--- src/rtl/fft_r22sdf_wm_seq_if.sv ---
// ----------------------------------------------------------------------------
// fft_r22sdf_wm_seq_if
// Bundles the butterfly-side word bus and the multiplier-side operand bus of
// the twiddle-multiplier operand sequencer.
//   tog_i          toggle flop from the clk_i domain (inverted every clk_i)
//   valid_i        word valid (clk_i domain)
//   ctr_i          FFT counter for the word
//   x_re_i/x_im_i  butterfly output word (signed)
//   w_re_i/w_im_i  twiddle for the word (signed)
//   x_*_o, w_*_o   held operands, stable for three clk_3x_i cycles
//   ctr_o          held counter
//   phase_o        multiplier pass index 0,1,2
//   valid_o        held valid qualified by lock
//   locked_o       lock FSM in LOCKED
//   slip_o         one-cycle phase-slip pulse
//   slip_cnt_o     saturating slip count
// master: the side that drives the word and consumes the operands.
// slave : the sequencer itself.
// ----------------------------------------------------------------------------
interface fft_r22sdf_wm_seq_if #(
    parameter int DW            = 25,
    parameter int TWIDDLE_WIDTH = 10,
    parameter int NLOG2         = 10,
    parameter int SLIPW         = 8
);
    logic                            tog_i;
    logic                            valid_i;
    logic        [NLOG2-1:0]         ctr_i;
    logic signed [DW-1:0]            x_re_i;
    logic signed [DW-1:0]            x_im_i;
    logic signed [TWIDDLE_WIDTH-1:0] w_re_i;
    logic signed [TWIDDLE_WIDTH-1:0] w_im_i;

    logic signed [DW-1:0]            x_re_o;
    logic signed [DW-1:0]            x_im_o;
    logic signed [TWIDDLE_WIDTH-1:0] w_re_o;
    logic signed [TWIDDLE_WIDTH-1:0] w_im_o;
    logic        [NLOG2-1:0]         ctr_o;
    logic        [1:0]               phase_o;
    logic                            valid_o;
    logic                            locked_o;
    logic                            slip_o;
    logic        [SLIPW-1:0]         slip_cnt_o;

    modport master (
        output tog_i, valid_i, ctr_i, x_re_i, x_im_i, w_re_i, w_im_i,
        input  x_re_o, x_im_o, w_re_o, w_im_o, ctr_o, phase_o,
               valid_o, locked_o, slip_o, slip_cnt_o
    );

    modport slave (
        input  tog_i, valid_i, ctr_i, x_re_i, x_im_i, w_re_i, w_im_i,
        output x_re_o, x_im_o, w_re_o, w_im_o, ctr_o, phase_o,
               valid_o, locked_o, slip_o, slip_cnt_o
    );
endinterface

--- src/rtl/fft_r22sdf_wm_seq.sv ---
// ----------------------------------------------------------------------------
// fft_r22sdf_wm_seq
// Operand sequencer for the time-shared Karatsuba twiddle multiplier of an
// R22SDF stage. Runs in the clk_3x_i domain, detects clk_i word boundaries
// from the upstream toggle, captures one word/twiddle/counter per boundary
// and holds it for three cycles while phase_o steps the multiplier through
// its three DSP passes. A lock FSM qualifies valid_o and counts phase slips.
// Ports:
//   clk_3x_i  3x clock, phase-aligned with clk_i
//   rst_n     synchronous active-low reset
//   bus       slave side of fft_r22sdf_wm_seq_if (word in, operands out)
// ----------------------------------------------------------------------------
module fft_r22sdf_wm_seq #(
    parameter int DW            = 25,
    parameter int TWIDDLE_WIDTH = 10,
    parameter int NLOG2         = 10,
    parameter int SLIPW         = 8
) (
    input  logic                    clk_3x_i,
    input  logic                    rst_n,
    fft_r22sdf_wm_seq_if.slave      bus
);

    typedef enum logic [1:0] {
        SEARCH  = 2'd0,
        ACQUIRE = 2'd1,
        LOCKED  = 2'd2
    } state_t;

    state_t                          state_q, state_d;
    logic                            tog_q;
    logic        [1:0]               phase_q, phase_d;
    logic                            hv_q;
    logic                            valid_q, valid_d;
    logic                            slip_q, slip_d;
    logic        [SLIPW-1:0]         slip_cnt_q;
    logic signed [DW-1:0]            x_re_q, x_im_q;
    logic signed [TWIDDLE_WIDTH-1:0] w_re_q, w_im_q;
    logic        [NLOG2-1:0]         ctr_q;

    logic tog_edge;
    logic on_time;
    logic missed;

    function automatic logic [SLIPW-1:0] sat_inc(input logic [SLIPW-1:0] c);
        return (&c) ? c : c + 1'b1;
    endfunction

    // A boundary is seen in the same clk_3x_i cycle the toggle flips.
    assign tog_edge = bus.tog_i ^ tog_q;
    assign on_time  = tog_edge && (phase_q == 2'd2);
    assign missed   = !tog_edge && (phase_q == 2'd2);

    always_comb begin
        state_d = state_q;
        slip_d  = 1'b0;
        phase_d = tog_edge ? 2'd0 : ((phase_q == 2'd2) ? 2'd0 : phase_q + 2'd1);
        unique case (state_q)
            SEARCH: begin
                if (tog_edge) state_d = ACQUIRE;
            end
            ACQUIRE, LOCKED: begin
                if (on_time) begin
                    state_d = LOCKED;
                end else if (tog_edge) begin
                    // Early boundary: realign to it and requalify.
                    state_d = ACQUIRE;
                    slip_d  = 1'b1;
                end else if (missed) begin
                    state_d = SEARCH;
                    slip_d  = 1'b1;
                end
            end
            default: state_d = SEARCH;
        endcase
        // Uses the valid that will be held after this edge, so valid_o is
        // constant across all three passes of a word.
        valid_d = (tog_edge ? bus.valid_i : hv_q) && (state_d == LOCKED);
    end

    always_ff @(posedge clk_3x_i) begin
        if (!rst_n) begin
            state_q    <= SEARCH;
            tog_q      <= 1'b0;
            phase_q    <= 2'd0;
            hv_q       <= 1'b0;
            valid_q    <= 1'b0;
            slip_q     <= 1'b0;
            slip_cnt_q <= '0;
            x_re_q     <= '0;
            x_im_q     <= '0;
            w_re_q     <= '0;
            w_im_q     <= '0;
            ctr_q      <= '0;
        end else begin
            state_q <= state_d;
            tog_q   <= bus.tog_i;
            phase_q <= phase_d;
            valid_q <= valid_d;
            slip_q  <= slip_d;
            if (slip_d) slip_cnt_q <= sat_inc(slip_cnt_q);
            if (tog_edge) begin
                hv_q   <= bus.valid_i;
                x_re_q <= bus.x_re_i;
                x_im_q <= bus.x_im_i;
                w_re_q <= bus.w_re_i;
                w_im_q <= bus.w_im_i;
                ctr_q  <= bus.ctr_i;
            end
        end
    end

    assign bus.x_re_o     = x_re_q;
    assign bus.x_im_o     = x_im_q;
    assign bus.w_re_o     = w_re_q;
    assign bus.w_im_o     = w_im_q;
    assign bus.ctr_o      = ctr_q;
    assign bus.phase_o    = phase_q;
    assign bus.valid_o    = valid_q;
    assign bus.locked_o   = (state_q == LOCKED);
    assign bus.slip_o     = slip_q;
    assign bus.slip_cnt_o = slip_cnt_q;

endmodule

--- src/flat_wrapper.sv ---
// flat-port wrapper written by rule: the top's interface ports become plain ports
module fft_r22sdf_wm_seq_flat 
#(
    parameter int DW            = 25,
    parameter int TWIDDLE_WIDTH = 10,
    parameter int NLOG2         = 10,
    parameter int SLIPW         = 8
)
  (clk_3x_i, rst_n, bus_tog_i, bus_valid_i, bus_ctr_i, bus_x_re_i, bus_x_im_i, bus_w_re_i, bus_w_im_i, bus_x_re_o, bus_x_im_o, bus_w_re_o, bus_w_im_o, bus_ctr_o, bus_phase_o, bus_valid_o, bus_locked_o, bus_slip_o, bus_slip_cnt_o);
  fft_r22sdf_wm_seq_if #(.DW(DW), .TWIDDLE_WIDTH(TWIDDLE_WIDTH), .NLOG2(NLOG2), .SLIPW(SLIPW)) bus_i ();
  input  logic clk_3x_i;
  input  logic rst_n;
  input wire logic [$bits(bus_i.tog_i)-1:0] bus_tog_i;
  input wire logic [$bits(bus_i.valid_i)-1:0] bus_valid_i;
  input wire logic [$bits(bus_i.ctr_i)-1:0] bus_ctr_i;
  input wire logic [$bits(bus_i.x_re_i)-1:0] bus_x_re_i;
  input wire logic [$bits(bus_i.x_im_i)-1:0] bus_x_im_i;
  input wire logic [$bits(bus_i.w_re_i)-1:0] bus_w_re_i;
  input wire logic [$bits(bus_i.w_im_i)-1:0] bus_w_im_i;
  output wire logic [$bits(bus_i.x_re_o)-1:0] bus_x_re_o;
  output wire logic [$bits(bus_i.x_im_o)-1:0] bus_x_im_o;
  output wire logic [$bits(bus_i.w_re_o)-1:0] bus_w_re_o;
  output wire logic [$bits(bus_i.w_im_o)-1:0] bus_w_im_o;
  output wire logic [$bits(bus_i.ctr_o)-1:0] bus_ctr_o;
  output wire logic [$bits(bus_i.phase_o)-1:0] bus_phase_o;
  output wire logic [$bits(bus_i.valid_o)-1:0] bus_valid_o;
  output wire logic [$bits(bus_i.locked_o)-1:0] bus_locked_o;
  output wire logic [$bits(bus_i.slip_o)-1:0] bus_slip_o;
  output wire logic [$bits(bus_i.slip_cnt_o)-1:0] bus_slip_cnt_o;
  assign bus_i.tog_i = bus_tog_i;
  assign bus_i.valid_i = bus_valid_i;
  assign bus_i.ctr_i = bus_ctr_i;
  assign bus_i.x_re_i = bus_x_re_i;
  assign bus_i.x_im_i = bus_x_im_i;
  assign bus_i.w_re_i = bus_w_re_i;
  assign bus_i.w_im_i = bus_w_im_i;
  assign bus_x_re_o = bus_i.x_re_o;
  assign bus_x_im_o = bus_i.x_im_o;
  assign bus_w_re_o = bus_i.w_re_o;
  assign bus_w_im_o = bus_i.w_im_o;
  assign bus_ctr_o = bus_i.ctr_o;
  assign bus_phase_o = bus_i.phase_o;
  assign bus_valid_o = bus_i.valid_o;
  assign bus_locked_o = bus_i.locked_o;
  assign bus_slip_o = bus_i.slip_o;
  assign bus_slip_cnt_o = bus_i.slip_cnt_o;
  fft_r22sdf_wm_seq #(.DW(DW), .TWIDDLE_WIDTH(TWIDDLE_WIDTH), .NLOG2(NLOG2), .SLIPW(SLIPW)) u_core (.clk_3x_i(clk_3x_i), .rst_n(rst_n), .bus(bus_i));
endmodule
--- config.mk ---
export PLATFORM = sky130hd
export DESIGN_NAME = fft_r22sdf_wm_seq_flat
export DESIGN_NICKNAME = d
export VERILOG_FILES = /design/src/rtl/fft_r22sdf_wm_seq_if.sv /design/src/rtl/fft_r22sdf_wm_seq.sv /design/src/flat_wrapper.sv
export SDC_FILE = /design/constraint.sdc
export NUM_CORES = 1
export LEC_CHECK = 0
export ABC_CLOCK_PERIOD_IN_PS = 2400
export CORE_ASPECT_RATIO = 1.1
export CORE_MARGIN = 1.5
export CORE_UTILIZATION = 36
export DETAILED_ROUTE_END_ITERATION = 8
export PLACE_DENSITY = 0.83
export REMOVE_ABC_BUFFERS = 1
export SLEW_MARGIN = 20
export SYNTH_ARGS = -nofsm -noshare
export SYNTH_HDL_FRONTEND = slang
export SYNTH_SLANG_ARGS = --single-unit
--- constraint.sdc ---
create_clock -name clk_3x_i -period 2.4 [get_ports clk_3x_i]
set_clock_uncertainty 0.2 [all_clocks]
set_input_delay 0.6 -clock clk_3x_i [delete_from_list [all_inputs] [get_ports clk_3x_i]]
set_output_delay 0.6 -clock clk_3x_i [all_outputs]
set_load 0.005 [all_outputs]
; ---- Word level (Yosys, flattened, before mapping)
; Index checks and enable logic that the tools add are counted.
; Widths: inputs -> output; s select.
[op_classes]
add_sub_neg = 2
eq_ne = 4
n_mux = 10
reduce_logical = 9
bitwise = 3
[op_table]
columns = operator, n
row1 = $add 8x1->8 const B, 1
row2 = $mux 2, 4
row3 = $reduce_and 8->1, 1
row4 = $eq 2x2->1 const B, 3
row5 = $mux 1, 5
row6 = $pmux 2 s2, 1
row7 = $logic_and 1x1->1, 3
row8 = $reduce_or 3->1, 1
row9 = $add 2x1->2 const B, 1
row10 = $eq 2x1->1 const B, 1
row11 = $logic_not 2->1, 1
row12 = $not 1->1, 2
row13 = $reduce_and 2->1, 1
row14 = $reduce_or 2->1, 1
row15 = $logic_not 1->1, 1
row16 = $xor 1x1->1, 1
[totals]
word_cells = 40
output_inout_bits = 93
ff_bits = 96

; ---- Depth between registers and ports, before layout
; Gate-level depths: netlist (run 1).
[logic_depth]
depth_word = 9
ltp_mapped = 8
depth_no_buf = 7

; ---- Worst setup path after synthesis (run 1)
; OpenSTA, ideal clock, no wires.
[synth_timing]
path_type = input to register
from = input port bus_tog_i
to = register u_core.slip_cnt_q[5] (netlist: u_core.bus.slip_cnt_o[5])
path_slack_ns = -0.086
t_required_ns = 2.130
path_stages = 8
arrival_time_ns = 2.216
path_cell_list = xor2_2 -> inv_2 -> clkbuf_1 -> ha_1 -> and4b_1 -> o211ai_1 -> or3_1 -> a21oi_1
[synth_via]
elab_chain_cells = 8
word_cells_on_any_way = 9
cone_classes = 4 x mux / 1 x bitwise / 4 x reduce/logical
[synth_lines]
columns = item, line_no
row1 = start: declaration, flat_wrapper.sv:13  ; input wire logic [$bits(bus_i.tog_i)-1:0] bus_tog_i;
row2 = $xor 1x1->1 *, fft_r22sdf_wm_seq.sv:50  ; assign tog_edge = bus.tog_i ^ tog_q;
row3 = $logic_not 1->1, fft_r22sdf_wm_seq.sv:52  ; assign missed = !tog_edge && (phase_q == 2'd2);
row4 = $logic_and 1x1->1, fft_r22sdf_wm_seq.sv:52
row5 = $mux 1, fft_r22sdf_wm_seq.sv:69  ; end else if (missed) begin
row6 = $mux 1, fft_r22sdf_wm_seq.sv:65  ; end else if (tog_edge) begin
row7 = $mux 1 *, fft_r22sdf_wm_seq.sv:63  ; if (on_time) begin
row8 = $mux 1 *, fft_r22sdf_wm_seq.sv:58  ; unique case (state_q)
row9 = $reduce_and 2->1 (no line) *, --
row10 = end signal: assignment, fft_r22sdf_wm_seq.sv:101  ; if (slip_d) slip_cnt_q <= sat_inc(slip_cnt_q);
row11 = end: declaration, fft_r22sdf_wm_seq.sv:36  ; logic [SLIPW-1:0] slip_cnt_q;
; Every way passes the cells marked *; elsewhere a longest branch is shown, timed or not.
; A chain may end at the register's enable or synchronous reset.

; ---- Worst setup path after layout (run 1)
[layout_timing]
from = register u_core.state_q[1]
to = output port bus_locked_o
[layout_via]
elab_chain_cells = 1
[layout_lines]
columns = item, line_no
row1 = start: declaration, fft_r22sdf_wm_seq.sv:30  ; state_t state_q, state_d;
row2 = start signal: assignment, fft_r22sdf_wm_seq.sv:96  ; state_q <= state_d;
row3 = $eq 2x2->1, fft_r22sdf_wm_seq.sv:120  ; assign bus.locked_o = (state_q == LOCKED);
row4 = end: declaration, flat_wrapper.sv:27  ; output wire logic [$bits(bus_i.locked_o)-1:0] bus_locked_o;
; Every way passes these cells.

==> results of run 1 <==
==> routing by layer <==
layer  part of all wire (%)  up-vias  global-route usage, %
met5                      0        -                      0
li1                       -     1723                      -
met4                    2.4        0                   7.76
met2                     52      104                   32.1
met1                     40     1578                   19.9
met3                    5.1       16                   3.94
==> power breakdown <==
part	switching [mW]	internal, mW	total (mW)	leakage, nW
clock	0.529	0.715	1.24	0.115
combinational	0.274	0.375	0.649	1.20
sequential	0.0571	1.70	1.76	0.790
==> registers in the layout (all words and copies together) (netlist names) <==
name / flops
u_core.bus.ctr_o: 10
u_core.bus.phase_o: 2
u_core.bus.slip_cnt_o: 8
u_core.bus.slip_o: 1
u_core.bus.valid_o: 1
u_core.bus.w_im_o: 10
u_core.bus.w_re_o: 10
u_core.bus.x_im_o: 25
u_core.bus.x_re_o: 25
u_core.hv_q: 1
u_core.state_q: 2
u_core.tog_q: 1
==> cells by family (layout without fill, tap and decap cells) <==
family | after synthesis | count (layout)
xor gates and xnor gates | 4 | 4
and+or+nand+nor | 192 | 192
muxes | 1 | 1
adders and majority gates | 6 | 6
buffers and inverters | 33 | 203
DFF | 96 | 96
AOI/OAI and AO/OA | 97 | 97
==> area by class of cell <==
class / count / area share [%]
clock buffer: 10 / 2.48
clock inverter: 5 / 1.89
inverter: 6 / 0.405
multi-input combinational: 300 / 25.5
sequential: 96 / 34.6
tap: 117 / 2.63
timing repair buffer: 182 / 32.5
==> how the worst min path moves through the flow <==
stage | from | endpoint | slack (ns) | depth (start not counted)
2_1_floorplan | u_core.bus.phase_o[0] | u_core.bus.phase_o[0] | 0.23 | 1
3_3_place_gp | u_core.bus.phase_o[0] | u_core.bus.phase_o[0] | 0.23 | 1
3_5_place_dp | u_core.bus.x_im_o[17] | u_core.bus.x_im_o[17] | 0.24 | 2
4_1_cts | u_core.bus.x_im_o[17] | u_core.bus.x_im_o[17] | 0.25 | 2
5_1_grt | u_core.bus.x_im_o[13] | u_core.bus.x_im_o[13] | 0.27 | 2
6_report | u_core.bus.w_im_o[4] | u_core.bus.w_im_o[4] | 0.25 | 2
==> what timing repair did <==
item                       4_1_cts  5_1_grt
hold buffers                     0        0
setup endpoints to repair        4        1
hold endpoints to repair         0        0
resized for setup                1        1
==> critical path, cell delays in order (launching register included) <==
cell and delay (ns):
dfxtp_1 0.43, ha_1 0.19, clkdlybuf4s50_1 0.50
==> layout by cell type, fill, tap and decap left out <==
| cell | n |
|---|---|
| ha_1 | 6 |
| inv_1 | 4 |
| nand4_1 | 1 |
| buf_4 | 6 |
| bufinv_16 | 3 |
| a211oi_1 | 1 |
| xor2_4 | 1 |
| nand2_1 | 166 |
| and4_1 | 1 |
| a21oi_1 | 84 |
| inv_2 | 2 |
| clkinvlp_4 | 2 |
| xor2_1 | 3 |
| and4b_1 | 2 |
| clkdlybuf4s50_1 | 175 |
| and2_1 | 2 |
| nand3_1 | 3 |
| and3_1 | 1 |
| or3_1 | 2 |
| o21a_1 | 1 |
| o211ai_1 | 5 |
| nor3_1 | 3 |
| nand2b_1 | 1 |
| clkdlybuf4s15_1 | 1 |
| dfxtp_1 | 96 |
| nor2_1 | 7 |
| clkbuf_8 | 10 |
| o31ai_1 | 1 |
| nand4b_1 | 1 |
| a31oi_1 | 1 |
| mux2i_1 | 1 |
| o21ai_0 | 4 |
| nor2b_1 | 2 |
==> cell usage after synthesis, types with 3 or more instances <==
library cell,instances
buf_2,9
buf_4,7
nand2_1,166
xor2_1,3
ha_1,6
o211ai_1,5
dfxtp_1,96
a21oi_1,84
nand3_1,3
inv_1,4
nor3_1,3
clkbuf_1,10
nor2_1,7
o21ai_0,4
==> reports/results.ini, run 1 <==
[status]
status = finished, final reports clean

[floorplanning]
rows = 37
ios = 177
die_w_um = 96.9
die_y_um = 106
core_um2 = 9400
start_util_pct = 37.1
dieArea_um2 = 10300

[route]
firstDrtPassIters = 4
drc_errors = 0
viasPerCell = 4.78
routed_wl_um = 9380
antenna_left = 0
drtIter0Drc = 180
wl_per_cell_um = 13.1
num_vias = 3421

[synth]
synth_top_family_by_area = simple AND/OR/NAND/NOR gates
synthXorXnorAreaFrac_pct = 1.22
synth_top_cell_by_area = dfxtp_1
synthAdderAreaFrac_pct = 2.15
ys_types = 31
synthArstFlopShare_pct = 0
yosys-top-cells-area = dfxtp_1, nand2_1, a21oi_1
ys_ff_latch = 96
syn-cell-area_um2 = 3490
muxShareOfSynthArea_pct = 0.287
seq_area_frac_synth_pct = 55.1
synth_top_area_share_pct = 55.1
ys_warn_count = 0
synth_edf_count = 0
synth_simple_gate_area_share_pct = 22.2
ys.flop_type = dfxtp_1
synth_cells = 429
synth.avg_cell_area_um2 = 8.14
synth_compound_area_share_pct = 14.5

[sta]
max_slew_margin_pct = 42.4
worstMarginPinSlew_ns = 0.864
finalHoldViolCount = 0
worst_slack_ns = 0.146
rsz0062_at_grt = no
fin_setup_tns_ns = 0
period_minus_slack_ns = 2.25
period_share_pct = 93.9
finalMaxSlewViolations = 0
fmax_mhz = 444
timing.hold.ws_ns = 0.254
setup_viol = 0

[clock_network]
cts-buffers-inserted = 9
clkSinkCount = 96
cts_tree = built
ctsLongestPathBuffers = 2
htree_levels = 3
cts_root_buf = clkbuf_8
insertion_delay_ns = 0.34
clk_pin_slew_ns = 0.08
postCtsSetupRepairBufs = 0

[setup_path]
worstPathMaxFanout = 5
worstSetupPathType = reg2out
critPathArrivalTime_ns = 1.45
setup.worst_path.end_class = primary output
crit_path_end = bus_locked_o
reg2regPathDepth = 7
crit_path_start = u_core.state_q[1]
worstPathRequired_ns = 1.60
timing.rr.end = u_core.bus.slip_cnt_o[5]
cp-start-kind = flop
r2r-start = u_core.bus.phase_o[0]
reg2reg_slack_ns = 0.25

[global_route]
grt_max_degree = 86
antenna_found_initial = 0
grt_pass1_wl_um = 15000
grt_pass1_vias = 3253
grt_usage_pct = 17.7
grt_overflow = 0

[run]
maxCapViolCount = 0

[pwr]
fin_total_pwr_mw = 3.65
p_leak_nw = 2.11
power_density_nw_per_um2 = 657
peakVddDrop_mv = 0.364

[final_layout]
fill_cells = 829
drive_above_1_share_pct = 4.01
design_area_um2 = 5560
utilization_pct = 59.2
nets = 685
register_area_um2 = 1920
n_antenna_cell = 0
finalNonFillerCells = 716
syn2layout_area_growth_pct = 59.2
multiInputGateArea_um2 = 1420

[min_path]
hold_class = reg2reg

[placement]
portBuffers = 176
place_area_um2 = 5320
place_ws_ns = -0.488
dpl.hpwl_um = 6570
dp.cells = 701
gp_congestion = 0.807

No activity file was read; power rests on OpenSTA's default activity.
==> inputs of run 2 (changes only) <==
Settings changed: CAP_MARGIN set to 10, CORE_MARGIN 1.5 to not set.
==> reports/results.ini, run 2 (same netlist as run 1, synthesis figures left out) <==
[status]
status = finished, final reports clean

[setup_path]
reg2reg_slack_ns = 0.31
setup.worst_path.end_class = primary output
cp-start-kind = flop
worstPathMaxFanout = 5
worstPathRequired_ns = 1.60
worstSetupPathType = reg2out
critPathArrivalTime_ns = 1.45

[sta]
worst_slack_ns = 0.153
finalHoldViolCount = 0
finalMaxSlewViolations = 0
fmax_mhz = 445
fin_setup_tns_ns = 0
max_slew_margin_pct = 44.8
period_minus_slack_ns = 2.25
period_share_pct = 93.6
setup_viol = 0
worstMarginPinSlew_ns = 0.828
rsz0062_at_grt = no

[placement]
dpl.hpwl_um = 6850
portBuffers = 176
place_ws_ns = -0.431
gp_congestion = 0.802

[clock_network]
cts_tree = built
postCtsHoldBufs = 0
clkSinkCount = 96
cts-buffers-inserted = 9
insertion_delay_ns = 0.34
cts_root_buf = clkbuf_8
ctsLongestPathBuffers = 2
clk_pin_slew_ns = 0.08
htree_levels = 3

[run]
maxCapViolCount = 0

[global_route]
grt_pass1_vias = 3306
grt_overflow = 0
grt_max_degree = 86
grt_pass1_wl_um = 14900
grt_usage_pct = 18.7
antenna_found_initial = 0

[min_path]
hold_class = reg2reg

[route]
viasPerCell = 4.83
firstDrtPassIters = 4
antenna_left = 0
drtIter0Drc = 127
routed_wl_um = 9500
wl_per_cell_um = 13.2
drc_errors = 0
num_vias = 3471

[floorplanning]
die_y_um = 105
dieArea_um2 = 10100
rows = 37
die_w_um = 95.9
core_um2 = 9400
start_util_pct = 37.1
ios = 177

[pwr]
p_leak_nw = 2.13
fin_total_pwr_mw = 3.63
peakVddDrop_mv = 0.338
power_density_nw_per_um2 = 648

[final_layout]
final_cell_mix = clkdlybuf4s50_1, nand2_1, dfxtp_1
drive_above_1_share_pct = 4.49
nets = 687
syn2layout_area_growth_pct = 60.3
utilization_pct = 59.5
n_antenna_cell = 0
layout_commonest_cell = clkdlybuf4s50_1

[run 2: cell count changes in the layout (fill, tap and decap cells not counted)]
cell	delta
clkdlybuf4s15_1	-1
dlygate4sd2_1	+1
bufinv_16	-1
buf_12	+2
clkbuf_8	+2
[run 2: routing by layer]
metal,up-vias,part of all wire (%),GRT usage (%)
met2,108,54,35.2
li1,1732,-,-
met3,9,6.5,5.41
met4,0,0.84,5.01
met1,1622,39,19.8
met5,-,0,0
[run 2: power by group]
part	switching, mW	total (mW)	internal, mW
logic	0.273	0.655	0.382
clock network	0.535	1.21	0.673
registers	0.0612	1.76	1.70
total	0.870	3.63	2.76
[run 2: final timing paths]
check,end,cells past startpoint,start
max,bus_locked_o,2,u_core.state_q[1]
min,u_core.bus.phase_o[0],1,u_core.bus.phase_o[0]
max reg2reg,u_core.bus.slip_cnt_o[5],7,u_core.bus.phase_o[0]
min reg2reg,u_core.bus.phase_o[0],1,u_core.bus.phase_o[0]
[run 2: stage by stage]
stage	hold WS, ns	cells	instance area [um2]
2_1_floorplan	0.229	402	3350
3_3_place_gp	0.224	703	5360
3_5_place_dp	0.238	703	5360
4_1_cts	0.251	719	5600
5_1_grt	0.275	719	5600
6_report	0.247	719	5600
[run 2: worst max-delay path, stage by stage (launching register included)]
cell and delay (ns):
dfxtp_1 0.41, ha_1 0.18, clkdlybuf4s50_1 0.52
[run 2: area by class of cell]
type	instances	area [um2]
sequential	96	1920
clock buffer	12	165
fill	826	3800
multi-input combinational	300	1420
timing repair buffer	184	1850
inverter	6	22.5
tap	117	146
clock inverter	4	75.1
[run 2: what timing repair did]
| action | 4_1_cts | 5_1_grt |
|---|---|---|
| endpoints found under the setup margin | 3 | 0 |
| buffers inserted | 0 | 0 |
| resized for setup | 1 | 0 |
==> inputs of run 3 (changes only) <==
Settings changed: CTS_CLUSTER_DIAMETER set to 80, MAX_ROUTING_LAYER set to met4, SETUP_SLACK_MARGIN set to 0.3.
==> reports/results.ini, run 3 (same netlist as run 1, synthesis figures left out) <==
[status]
status = finished, final reports clean

[clock_network]
cts_tree = built
cts_root_buf = clkbuf_8
clk_pin_slew_ns = 0.09
cts-buffers-inserted = 9
insertion_delay_ns = 0.34
clkSinkCount = 96
ctsLongestPathBuffers = 2
postCtsHoldBufs = 0
htree_levels = 3

[route]
num_vias = 3465
antenna_left = 0
drc_errors = 0
firstDrtPassIters = 4
drtIter0Drc = 142
viasPerCell = 4.81
routed_wl_um = 9650
wl_per_cell_um = 13.4

[pwr]
peakVddDrop_mv = 0.340
power_frac_seq_pct = 48.5
fin_total_pwr_mw = 3.63
combPwrFrac_pct = 18.2
power.internal_mw = 2.76
power_density_nw_per_um2 = 644
swShare_pct = 24.1
p_clk_share_pct = 33.3
p_leak_nw = 2.16
switchingPower_mw = 0.874

[setup_path]
critPathArrivalTime_ns = 1.23
cp_cell_sequence = clkdlybuf4s50_1
worstPathMaxFanout = 6
max_stage_delay_ns = 0.51
cp_num_buf_inv = 1
cpMaxStageDelayCell = clkdlybuf4s50_1
worstSetupPathType = reg2out
setup.worst_path.end_class = primary output
cp_top_family = buffers and inverters
cp-start-kind = flop
worstPathRequired_ns = 1.60

[sta]
worstMarginPinSlew_ns = 0.817
max_slew_margin_pct = 45.5
period_minus_slack_ns = 2.03
setup_viol = 0
period_share_pct = 84.8
finalHoldViolCount = 0
fmax_mhz = 491
timing.hold.ws_ns = 0.242
finalMaxSlewViolations = 0
rsz0062_at_grt = yes

[global_route]
grt_use_met1_pct = 20.3
grt_usage_pct = 19.3
top_usage_layer = met2
grt_overflow = 0
grt_pass1_vias = 3308
grt_util_met3_pct = 5.12
grt_max_degree = 86
grt_pass1_wl_um = 15000
antenna_found_initial = 0
grt_use_met2_pct = 35.1

[floorplanning]
core_um2 = 9400
dieArea_um2 = 10100
die_y_um = 105
rows = 37
die_w_um = 95.9
start_util_pct = 37.1
ios = 177

[min_path]
hold_class = reg2reg

[final_layout]
layout_commonest_cell = clkdlybuf4s50_1
nets = 688
fill_cells = 816
final_cell_mix = clkdlybuf4s50_1, nand2_1, dfxtp_1
syn2layout_area_growth_pct = 61.5
n_antenna_cell = 0
drive_above_1_share_pct = 6.97
finalNonFillerCells = 720

[run]
maxCapViolCount = 0

[placement]
dp.cells = 703
dpl.hpwl_um = 6850
portBuffers = 176
gp_congestion = 0.813

[run 3: path summary, 6_finish.rpt]
| check | start | endpoint | depth (start not counted) | slack, ns |
|---|---|---|---|---|
| hold / removal | u_core.bus.phase_o[0] | u_core.bus.phase_o[0] | 1 | 0.24 |
| hold reg to reg | u_core.bus.phase_o[0] | u_core.bus.phase_o[0] | 1 | 0.24 |
| setup reg to reg | u_core.tog_q | u_core.bus.slip_cnt_o[5] | 7 | 0.37 |
| setup / recovery | u_core.bus.slip_cnt_o[2] | bus_slip_cnt_o[2] | 1 | 0.37 |
[run 3: through the flow]
step | utilization (%) | setup TNS [ns] | area, um2 | setup WS (ns)
2_1_floorplan | - | -164.96 | 3350 | -2.66
3_3_place_gp | 57.0 | -19.37 | 5360 | -0.404
3_5_place_dp | 57.0 | -20.53 | 5360 | -0.431
4_1_cts | 59.7 | 0 | 5610 | 0.300
5_1_grt | 60.0 | 0 | 5640 | 0.266
6_report | 60.0 | 0 | 5640 | 0.365
[run 3: layout make-up]
cell class	instances	area, um2	area share (%)
sequential	96	1940	34.4
timing repair buffer	185	1850	32.9
multi-input combinational	300	1440	25.5
clock buffer	12	165	2.93
tap	117	146	2.60
clock inverter	4	75.1	1.33
inverter	6	22.5	0.399
[run 3: power by group through the flow]
stage	sequential [mW]	clock [mW]	combinational, mW
2_1_floorplan	1.80	0	0.225
3_3_place_gp	1.79	0	0.646
3_5_place_dp	1.80	0	0.660
4_1_cts	1.76	1.24	0.664
5_1_grt	1.78	1.31	0.721
6_report	1.76	1.21	0.661
[run 3: metal layers]
metal	wire, um	up-vias
li1	-	1739
met1	3780	1603
met2	5140	113
met3	639	10
met4	88	0
met5	0	-
[run 3: timing repair]
action / CTS / global route
gates resized for setup: 11 / 11
pin swaps: 0 / 3
endpoints found under the setup margin: 101 / 16
buffers inserted: 1 / 0
